### config.mk
export PLATFORM = sky130hd
export DESIGN_NAME = octree_fifo_rr_sched_flat
export DESIGN_NICKNAME = d
export VERILOG_FILES = /design/src/rtl/octree_fifo_rr_sched_if.sv /design/src/rtl/octree_fifo_rr_sched.sv /design/src/flat_wrapper.sv
export SDC_FILE = /design/constraint.sdc
export NUM_CORES = 1
export LEC_CHECK = 0
export CAP_MARGIN = 20
export CORE_AREA = 2 2 113 82
export CTS_CLUSTER_SIZE = 40
export DETAILED_ROUTE_END_ITERATION = 10
export DIE_AREA = 0 0 115 84
export PLACE_DENSITY = 0.77
export REMOVE_ABC_BUFFERS = 1
export SYNTH_ARGS = -nofsm -noshare
export SYNTH_HDL_FRONTEND = slang
export SYNTH_SLANG_ARGS = --single-unit
export TNS_END_PERCENT = 5
### constraint.sdc
create_clock -name clk -period 3.4 [get_ports clk]
set_clock_uncertainty 0.15 [all_clocks]
set_input_delay 1.02 -clock clk [delete_from_list [all_inputs] [get_ports clk]]
set_output_delay 1.02 -clock clk [all_outputs]
set_load 0.03 [all_outputs]
### src/rtl/octree_fifo_rr_sched_if.sv
// Bundle between the round-robin scheduler, the per-lane FIFOs and the
// downstream consumer. The scheduler takes the master side.
interface octree_fifo_rr_sched_if #(
    parameter int NUM_Q      = 4,
    parameter int DATA_WIDTH = 32
);
    localparam int QID_W = $clog2(NUM_Q);

    logic [NUM_Q-1:0]            q_empty;
    logic [NUM_Q-1:0]            q_rd_en;
    logic [NUM_Q*DATA_WIDTH-1:0] q_rdata;
    logic                        out_valid;
    logic                        out_ready;
    logic [DATA_WIDTH-1:0]       out_data;
    logic [QID_W-1:0]            out_qid;

    modport master (
        input  q_empty, q_rdata, out_ready,
        output q_rd_en, out_valid, out_data, out_qid
    );

    modport slave (
        output q_empty, q_rdata, out_ready,
        input  q_rd_en, out_valid, out_data, out_qid
    );
endinterface

### src/rtl/octree_fifo_rr_sched.sv
// Round-robin drain of NUM_Q traversal-lane FIFOs onto one valid/ready port.
// Each grant reads a FIFO, captures its registered rdata one cycle later and
// presents it tagged with the source queue id. Bursts of up to MAX_BURST
// words stay on one queue before the pointer rotates past it.
//
//   state | meaning
//   IDLE  | no word in flight; issue a read as soon as a candidate exists
//   CAPT  | read issued last cycle; FIFO rdata is valid now, capture it
//   HOLD  | word presented on out_*; wait for out_ready, then chain next read
module octree_fifo_rr_sched #(
    parameter int NUM_Q      = 4,
    parameter int DATA_WIDTH = 32,
    parameter int MAX_BURST  = 4
) (
    input  logic                         clk,
    input  logic                         rst_n,
    input  logic                         sched_en,
    output logic                         busy,
    octree_fifo_rr_sched_if.master       bus
);
    localparam int QID_W = $clog2(NUM_Q);
    localparam int BC_W  = $clog2(MAX_BURST + 1);

    typedef enum logic [1:0] {
        IDLE = 2'd0,
        CAPT = 2'd1,
        HOLD = 2'd2
    } state_t;

    state_t                  state_q;
    logic [QID_W-1:0]        rr_ptr_q;
    logic [QID_W-1:0]        sel_q;
    logic [BC_W-1:0]         burst_cnt_q;
    logic                    out_valid_q;
    logic [DATA_WIDTH-1:0]   out_data_q;
    logic [QID_W-1:0]        out_qid_q;

    logic                    cand;
    logic                    cont;
    logic [QID_W-1:0]        ptr_rot;
    logic [QID_W-1:0]        pick_idle;
    logic [QID_W-1:0]        pick_rot;
    logic                    rd_fire;
    logic                    rd_new;
    logic [QID_W-1:0]        rd_idx;
    logic [DATA_WIDTH-1:0]   cap_word;

    // First non-empty queue at or after ptr, wrapping modulo NUM_Q.
    function automatic logic [QID_W-1:0] pick_from(
        input logic [QID_W-1:0] ptr,
        input logic [NUM_Q-1:0] empty
    );
        logic [QID_W-1:0] idx;
        logic [QID_W-1:0] res;
        logic             found;
        res   = ptr;
        found = 1'b0;
        for (int k = 0; k < NUM_Q; k++) begin
            idx = ptr + QID_W'(k);
            if (!found && !empty[idx]) begin
                res   = idx;
                found = 1'b1;
            end
        end
        return res;
    endfunction

    // Read-issue decision; the rd_en pulse is combinational so the FIFO
    // sees it in the same cycle the FSM commits to the grant.
    always_comb begin
        cand      = sched_en && (|(~bus.q_empty));
        ptr_rot   = sel_q + QID_W'(1);
        pick_idle = pick_from(rr_ptr_q, bus.q_empty);
        pick_rot  = pick_from(ptr_rot, bus.q_empty);
        cont      = sched_en && !bus.q_empty[sel_q]
                    && (burst_cnt_q < BC_W'(MAX_BURST));
        cap_word  = bus.q_rdata[int'(sel_q) * DATA_WIDTH +: DATA_WIDTH];
        rd_fire   = 1'b0;
        rd_new    = 1'b0;
        rd_idx    = sel_q;
        case (state_q)
            IDLE: begin
                if (cand) begin
                    rd_fire = 1'b1;
                    rd_new  = 1'b1;
                    rd_idx  = pick_idle;
                end
            end
            HOLD: begin
                if (bus.out_ready) begin
                    if (cont) begin
                        rd_fire = 1'b1;
                        rd_idx  = sel_q;
                    end else if (cand) begin
                        rd_fire = 1'b1;
                        rd_new  = 1'b1;
                        rd_idx  = pick_rot;
                    end
                end
            end
            default: ;
        endcase
    end

    // Scheduler FSM with registered output word, tag and valid.
    always_ff @(posedge clk or negedge rst_n) begin
        if (!rst_n) begin
            state_q     <= IDLE;
            rr_ptr_q    <= '0;
            sel_q       <= '0;
            burst_cnt_q <= '0;
            out_valid_q <= 1'b0;
            out_data_q  <= '0;
            out_qid_q   <= '0;
        end else begin
            case (state_q)
                IDLE: begin
                    if (rd_fire) begin
                        sel_q       <= rd_idx;
                        burst_cnt_q <= BC_W'(1);
                        state_q     <= CAPT;
                    end
                end
                CAPT: begin
                    out_data_q  <= cap_word;
                    out_qid_q   <= sel_q;
                    out_valid_q <= 1'b1;
                    state_q     <= HOLD;
                end
                HOLD: begin
                    if (bus.out_ready) begin
                        out_valid_q <= 1'b0;
                        // Burst over: rotate past the queue just served,
                        // whether or not another queue is picked now.
                        if (!cont) begin
                            rr_ptr_q <= ptr_rot;
                        end
                        if (rd_fire) begin
                            sel_q       <= rd_idx;
                            burst_cnt_q <= rd_new ? BC_W'(1)
                                                  : burst_cnt_q + BC_W'(1);
                            state_q     <= CAPT;
                        end else begin
                            state_q <= IDLE;
                        end
                    end
                end
                default: state_q <= IDLE;
            endcase
        end
    end

    assign bus.q_rd_en   = rd_fire ? ({{(NUM_Q-1){1'b0}}, 1'b1} << rd_idx) : '0;
    assign bus.out_valid = out_valid_q;
    assign bus.out_data  = out_data_q;
    assign bus.out_qid   = out_qid_q;
    assign busy          = (state_q != IDLE);

endmodule

### src/flat_wrapper.sv
// flat-port wrapper written by rule: the top's interface ports become plain ports
module octree_fifo_rr_sched_flat 
#(
    parameter int NUM_Q      = 4,
    parameter int DATA_WIDTH = 32,
    parameter int MAX_BURST  = 4
)
  (clk, rst_n, sched_en, busy, bus_q_empty, bus_q_rdata, bus_out_ready, bus_q_rd_en, bus_out_valid, bus_out_data, bus_out_qid);
  octree_fifo_rr_sched_if #(.NUM_Q(NUM_Q), .DATA_WIDTH(DATA_WIDTH)) bus_i ();
  input  logic clk;
  input  logic rst_n;
  input  logic sched_en;
  output logic busy;
  input wire logic [$bits(bus_i.q_empty)-1:0] bus_q_empty;
  input wire logic [$bits(bus_i.q_rdata)-1:0] bus_q_rdata;
  input wire logic [$bits(bus_i.out_ready)-1:0] bus_out_ready;
  output wire logic [$bits(bus_i.q_rd_en)-1:0] bus_q_rd_en;
  output wire logic [$bits(bus_i.out_valid)-1:0] bus_out_valid;
  output wire logic [$bits(bus_i.out_data)-1:0] bus_out_data;
  output wire logic [$bits(bus_i.out_qid)-1:0] bus_out_qid;
  assign bus_i.q_empty = bus_q_empty;
  assign bus_i.q_rdata = bus_q_rdata;
  assign bus_i.out_ready = bus_out_ready;
  assign bus_q_rd_en = bus_i.q_rd_en;
  assign bus_out_valid = bus_i.out_valid;
  assign bus_out_data = bus_i.out_data;
  assign bus_out_qid = bus_i.out_qid;
  octree_fifo_rr_sched #(.NUM_Q(NUM_Q), .DATA_WIDTH(DATA_WIDTH), .MAX_BURST(MAX_BURST)) u_core (.clk(clk), .rst_n(rst_n), .sched_en(sched_en), .busy(busy), .bus(bus_i));
endmodule
* Yosys cells after proc, flatten, opt, wreduce, memory -nomap -nowiden *
Index checks and enable logic that the tools add are counted.

word-level totals
  register bits after elaboration = 44
  input port bits = 136

operators by class
  reduce and logical (&&, ||, !) cells = 30
  $lt $le $gt $ge = 10
  equality and inequality tests = 5
  shifts and indexed selects = 2
  add/subtract/negate cells = 8
  bitwise gates (word level) = 2
  muxes and demuxes = 57

operators with widths
  cell                                                                      count
  128-bit by 8-bit indexed part select with 32-bit output                   1
  2-bit two-way mux                                                         14
  2-bit by 3-bit < comparator with 1-bit output (second input constant)     9
  1-bit two-way mux                                                         22
  1-bit binary-select mux with 2-bit select                                 9
  3-bit two-way mux                                                         4
  1-bit logical NOT                                                         11
  1-bit logical AND                                                         9
  2-bit adder (second input constant)                                       4
  2-bit one-hot mux with 2 select lines                                     2
  2-bit by 1-bit adder with 2-bit output (second input constant)            3
  1-bit one-hot mux with 2 select lines                                     3
  2-bit one-hot mux with 3 select lines                                     1
  3-bit one-hot mux with 2 select lines                                     1
  2-bit AND reduction                                                       3
  2-bit nonzero test                                                        3
  4-bit two-way mux                                                         1
  2-bit by 1-bit inequality test with 1-bit output (second input constant)  2
  4-bit NOT                                                                 1
  4-bit AND reduction                                                       1
  4-bit OR reduction                                                        1
  1-bit by 2-bit << shifter with 4-bit output (first input constant)        1
  3-bit by 1-bit adder with 3-bit output (second input constant)            1
  3-bit < comparator (second input constant)                                1
  6 further kinds                                                           6

* Logic depth before layout (Yosys ltp) *
  depth after elaboration = 20
  mapped depth = 7

* Worst setup path after synthesis *
Ideal clock, no wire load.

  path kind = input to output
  start point = in bus_q_empty[3]
  end point = out bus_q_rd_en[3]
  setup slack = -0.626 ns
  data arrival time = 2.856 ns
  required time = 2.230 ns
  path buffers = 1
  stages on the path = 6
  path through = buf_2 -> or3b_2 -> a21oi_2 -> nor4b_4 -> o211ai_2 -> nor3b_1

between the ends
  longest elaborated chain between the ends = 17
  elaborated cells on any way between the ends = 63
  classes of those cells = shift: 1; mux: 40; bitwise: 1; reduce/logical: 21

ends and longest elaborated chain
  element                                      line                         source
  start: declaration                           flat_wrapper.sv:14           input wire logic [$bits(bus_i.q_empty)-1:0] bus_q_empty;
  1-bit binary-select mux with 2-bit select    octree_fifo_rr_sched.sv:60   if (!found && !empty[idx]) begin
  1-bit two-way mux (implied by the code)      octree_fifo_rr_sched.sv:60
  1-bit logical NOT                            octree_fifo_rr_sched.sv:60
  1-bit logical AND                            octree_fifo_rr_sched.sv:60
  1-bit two-way mux                            octree_fifo_rr_sched.sv:60
  1-bit logical NOT                            octree_fifo_rr_sched.sv:60
  1-bit logical AND                            octree_fifo_rr_sched.sv:60
  1-bit two-way mux                            octree_fifo_rr_sched.sv:60
  1-bit logical NOT                            octree_fifo_rr_sched.sv:60
  1-bit logical AND                            octree_fifo_rr_sched.sv:60
  2-bit two-way mux                            octree_fifo_rr_sched.sv:60
  2-bit two-way mux                            octree_fifo_rr_sched.sv:94   end else if (cand) begin
  2-bit two-way mux                            octree_fifo_rr_sched.sv:91   if (cont) begin
  2-bit two-way mux                            octree_fifo_rr_sched.sv:90   if (bus.out_ready) begin
  2-bit one-hot mux with 2 select lines        octree_fifo_rr_sched.sv:81   case (state_q)
  1-bit by 2-bit << shifter with 4-bit output  octree_fifo_rr_sched.sv:153  assign bus.q_rd_en = rd_fire ? ({{(NUM_Q-1){1'b0}}, 1'b1} << rd_idx) : '0;
  4-bit two-way mux *                          octree_fifo_rr_sched.sv:153
  end: declaration                             flat_wrapper.sv:17           output wire logic [$bits(bus_i.q_rd_en)-1:0] bus_q_rd_en;

Mark *: on every way between the ends. The rest lies on a longest branch, timed or not. The select of a mux whose other input is x is not followed.

* Worst setup path after layout *
Same ends and word-level chain as after synthesis.

==> out/qor.log <==
qor: clock_tree.htreeDepth 2
qor: timing.worst_margin_pin_slew 695 ps
qor: grt.grt_pass1_wl 14300 um
qor: timing.postLayoutSetupSlackWorst -433 ps
qor: yosys.async_reset_ff_share 100%
qor: floorplanning.die_width 115 um
qor: finish.layout.cells.most_common_list 164 x clkdlybuf4s50_1, 42 x dfrtp_1, 34 x mux2_2, 32 x mux4_2, 31 x buf_4
qor: clock_tree.max-clock-path-buffers 2
qor: detailed_routing.vias 2700
qor: floorplanning.core_region_area 8710 um2
qor: finish.layout.nets 549
qor: yosys.synthDistinctLibCells 45
qor: yosys.synth-simple-area-share 8.39%
qor: power.power.share.combinational 59.4%
qor: clock_tree.worstSkewPairLatency 280 ps
qor: place.placed_cells_incl_taps 505
qor: power.irDropWorstVdd 354 uV
qor: power.total_switching_power 1.46 mW
qor: clock_tree.cts_tree built
qor: yosys.netlist_area 2860 um2
qor: place.gpl.final_weighted_congestion 0.844
qor: yosys.avgSynthCellArea 13.3 um2
qor: critical_path.cp_data_arrival_time 2660 ps
qor: finish.final.fill_count 732
qor: floorplanning.design.die.area 9660 um2
qor: outcome.run_status finished with violations
qor: critical_path.timing.critical_path.to_type output pin
qor: power.p_int 2.36 mW
qor: critical_path.path_common_cell buf_6
qor: yosys.postSynthRegisterBits 44
qor: critical_path.path_max_fanout 5
qor: grt.grtUsageTotal 18.8%
qor: yosys.dominant_combinational_cell_family_by_area_after_synthesis multiplexers
qor: detailed_routing.first_iter_violations 85
qor: finish.stdcell_count 520
qor: critical_path.crit_path_max_incr_delay 220 ps
qor: detailed_routing.dr.pass1.iters 4
qor: power.power_switching_share 38.2%
qor: floorplanning.die_height 84 um
qor: run.max_cap_violations 0
qor: finish.most_common_cell_after_layout_fill_and_taps_aside clkdlybuf4s50_1
qor: power.power_frac_seq 24.7%
qor: floorplanning.initial_core_util 32.9%
qor: clock_tree.numCtsBuffers 5
qor: timing.rsz0062_at_grt true
qor: finish.final_layout_size_suffix_gt1_share 32.3%
qor: timing.slew-limit-headroom 53.7%
qor: detailed_routing.routed_wire_length_per_instance 17.7 um
qor: critical_path.timing.setup.critical_path_class in -> out
qor: outcome.violations setup timing
qor: power.clockPowerShare 15.9%
qor: worst_hold_path.worst_min_path_class reg -> reg
qor: power.power-per-cell-area 745 nW/um2
qor: detailed_routing.remaining_drc_errors 0
qor: yosys.muxShareOfSynthArea 39.9%
qor: yosys.synth_enable_flop_cells 0
qor: yosys.synth-adder-area-share 0.786%
qor: finish.antennaDiodeCount 0
qor: finish.multi_input_comb_area 1700 um2
qor: critical_path.cp_slowest_cell o211ai_4
qor: grt.grt_start_max_net_pins 30
qor: place.post-dp-hpwl 7350 um
qor: timing.fin_crit_sh 113%
qor: critical_path.path_cells buf_8 -> buf_6 -> buf_6 -> nand3b_1 -> a21oi_4 -> nor4b_4 -> buf_4 -> buf_6 -> o211ai_4 -> nor3b_2 -> buf_4
qor: yosys.ys_dominant_reg_cell dfrtp_1
qor: critical_path.setup.worst_path.start_class input pin
qor: floorplanning.num_io_pins 176
qor: timing.hold_viol 0
qor: finish.layout.area.seq 1100 um2
qor: detailed_routing.avg_vias_per_cell 5.19
qor: timing.finalHoldWorstSlack 335 ps
qor: grt.antenna_violations_before_repair 0
qor: grt.grt_remaining_overflow 0
qor: yosys.syn-instance-count 215
qor: timing.slew_violations 0
qor: yosys.yosys.area_share.xor_xnor 0%
qor: timing.time_the_final_worst_path_needs_with_i_o_delays_and_setup 3830 ps
qor: yosys.seq_area_frac_synth 38.4%
qor: clock_tree.clockRootBuffer clkbuf_16
qor: detailed_routing.postRouteAntennaNets 0
qor: timing.max_clock_freq 261 MHz
qor: floorplanning.fp-row-count 29
qor: place.io_buffer_count 175
qor: critical_path.worst-endpoint-required 2230 ps
qor: detailed_routing.drt_wl_total 9220 um
qor: finish.syn_to_final_growth 79.1%
qor: yosys.compound_gate_fraction_of_synth_area 8.43%
qor: timing.finalSetupViolations 4
qor: clock_tree.numClockSinks 44
qor: power.power.total 3.82 mW
qor: yosys.yosys_warnings 0
qor: clock_tree.cts.clk_slew.worst_paths 60 ps
qor: power.leakagePower 2.01 nW
qor: grt.grt_pass1_vias 2864
-- critical path, delay by kind of cell --
kind	cells	cell delay, ps
buffers and inverters	6	760
AND/OR/NAND/NOR	3	460
AO/OA/AOI/OAI	2	410
-- kinds of logic after synthesis --
family | count (synthesis)
buffers and inverters | 25
AO/OA/AOI/OAI | 33
AND/OR/NAND/NOR | 42
multiplexers | 69
flip-flops | 44
adder cells (fa/ha/maj) | 2
-- registers in the layout, indices dropped and copies added (netlist names) --
signal	flops
u_core.bus.out_data	32
u_core.burst_cnt_q	3
u_core.bus.out_qid	2
u_core.rr_ptr_q	2
u_core.sel_q	2
u_core.state_q	2
u_core.bus.out_valid	1
-- repair_timing --
item                                    CTS  global route
gates cloned                              1             0
hold buffers                              0             0
resized for setup                        33             6
setup buffers                             6             1
endpoints found under the setup margin    4             4
pin swaps                                 9             5
-- path summary, 6_finish.rpt --
| kind | endpoint | start | cells after the start | slack [ps] |
|---|---|---|---|---|
| max | bus_q_rd_en[3] | bus_q_empty[3] | 11 | -430 |
| min | u_core.burst_cnt_q[0] | u_core.burst_cnt_q[0] | 1 | 340 |
| min reg2reg | u_core.burst_cnt_q[0] | u_core.burst_cnt_q[0] | 1 | 340 |
| max reg2reg | u_core.sel_q[0] | u_core.sel_q[1] | 8 | 1220 |
| max in group asynchronous | u_core.bus.out_data[31] | rst_n | 2 | 1780 |
| min in group asynchronous | u_core.bus.out_data[29] | rst_n | 1 | 630 |
-- cells in the mapped netlist, types with 2 or more instances --
master | number | share of area [%]
inv_1 | 8 | 1.0
nand3_1 | 4 | 0.70
mux2_2 | 34 | 13
nor2_1 | 9 | 1.2
nor3b_1 | 2 | 0.52
mux2_4 | 2 | 1.0
nand3b_1 | 3 | 0.79
o31ai_1 | 2 | 0.52
or3_1 | 2 | 0.44
a21oi_1 | 6 | 1.0
buf_2 | 11 | 1.9
a21oi_2 | 2 | 0.61
nor3_1 | 3 | 0.52
and3_1 | 2 | 0.44
mux4_2 | 32 | 25
nand2b_1 | 2 | 0.44
dfrtp_1 | 44 | 38
o21ai_0 | 9 | 1.6
buf_1 | 2 | 0.26
clkbuf_1 | 3 | 0.39
nand2_1 | 9 | 1.2
-- routing by layer --
layer	GRT usage, %	part of all wire [%]	up-vias
li1	-	-	1231
met1	21.9	38	1311
met2	33.7	49	147
met3	6.17	12	11
met4	3.72	0.99	0
met5	0	0	-
-- power groups by stage --
stage / Sequential (mW) / Clock [mW] / Combinational, mW
floorplan: 1.47 / 0 / 0.798
global placement: 0.941 / 0 / 2.20
detailed placement: 0.951 / 0 / 2.24
CTS: 0.943 / 0.623 / 2.29
global route: 0.982 / 0.653 / 2.41
finish: 0.942 / 0.608 / 2.27
-- area by class of cell --
class / count / share of cell area [%]
timing repair buffer: 207 / 38.5
sequential: 44 / 21.5
inverter: 8 / 0.586
multi-input combinational: 146 / 33.1
clock buffer: 5 / 2.44
tap: 108 / 2.63
clock inverter: 2 / 1.17
-- per-stage QoR --
step	setup WS [ps]	util, %	TNS, ps	cell area [um2]
floorplan	-1120	-	-3710	2780
global placement	-775	55.6	-3000	4840
detailed placement	-877	55.6	-3330	4840
CTS	-361	58.5	-1400	5100
global route	-510	58.9	-1970	5130
finish	-433	58.9	-1640	5130
Note: power is estimated with default switching activity, not from simulation.
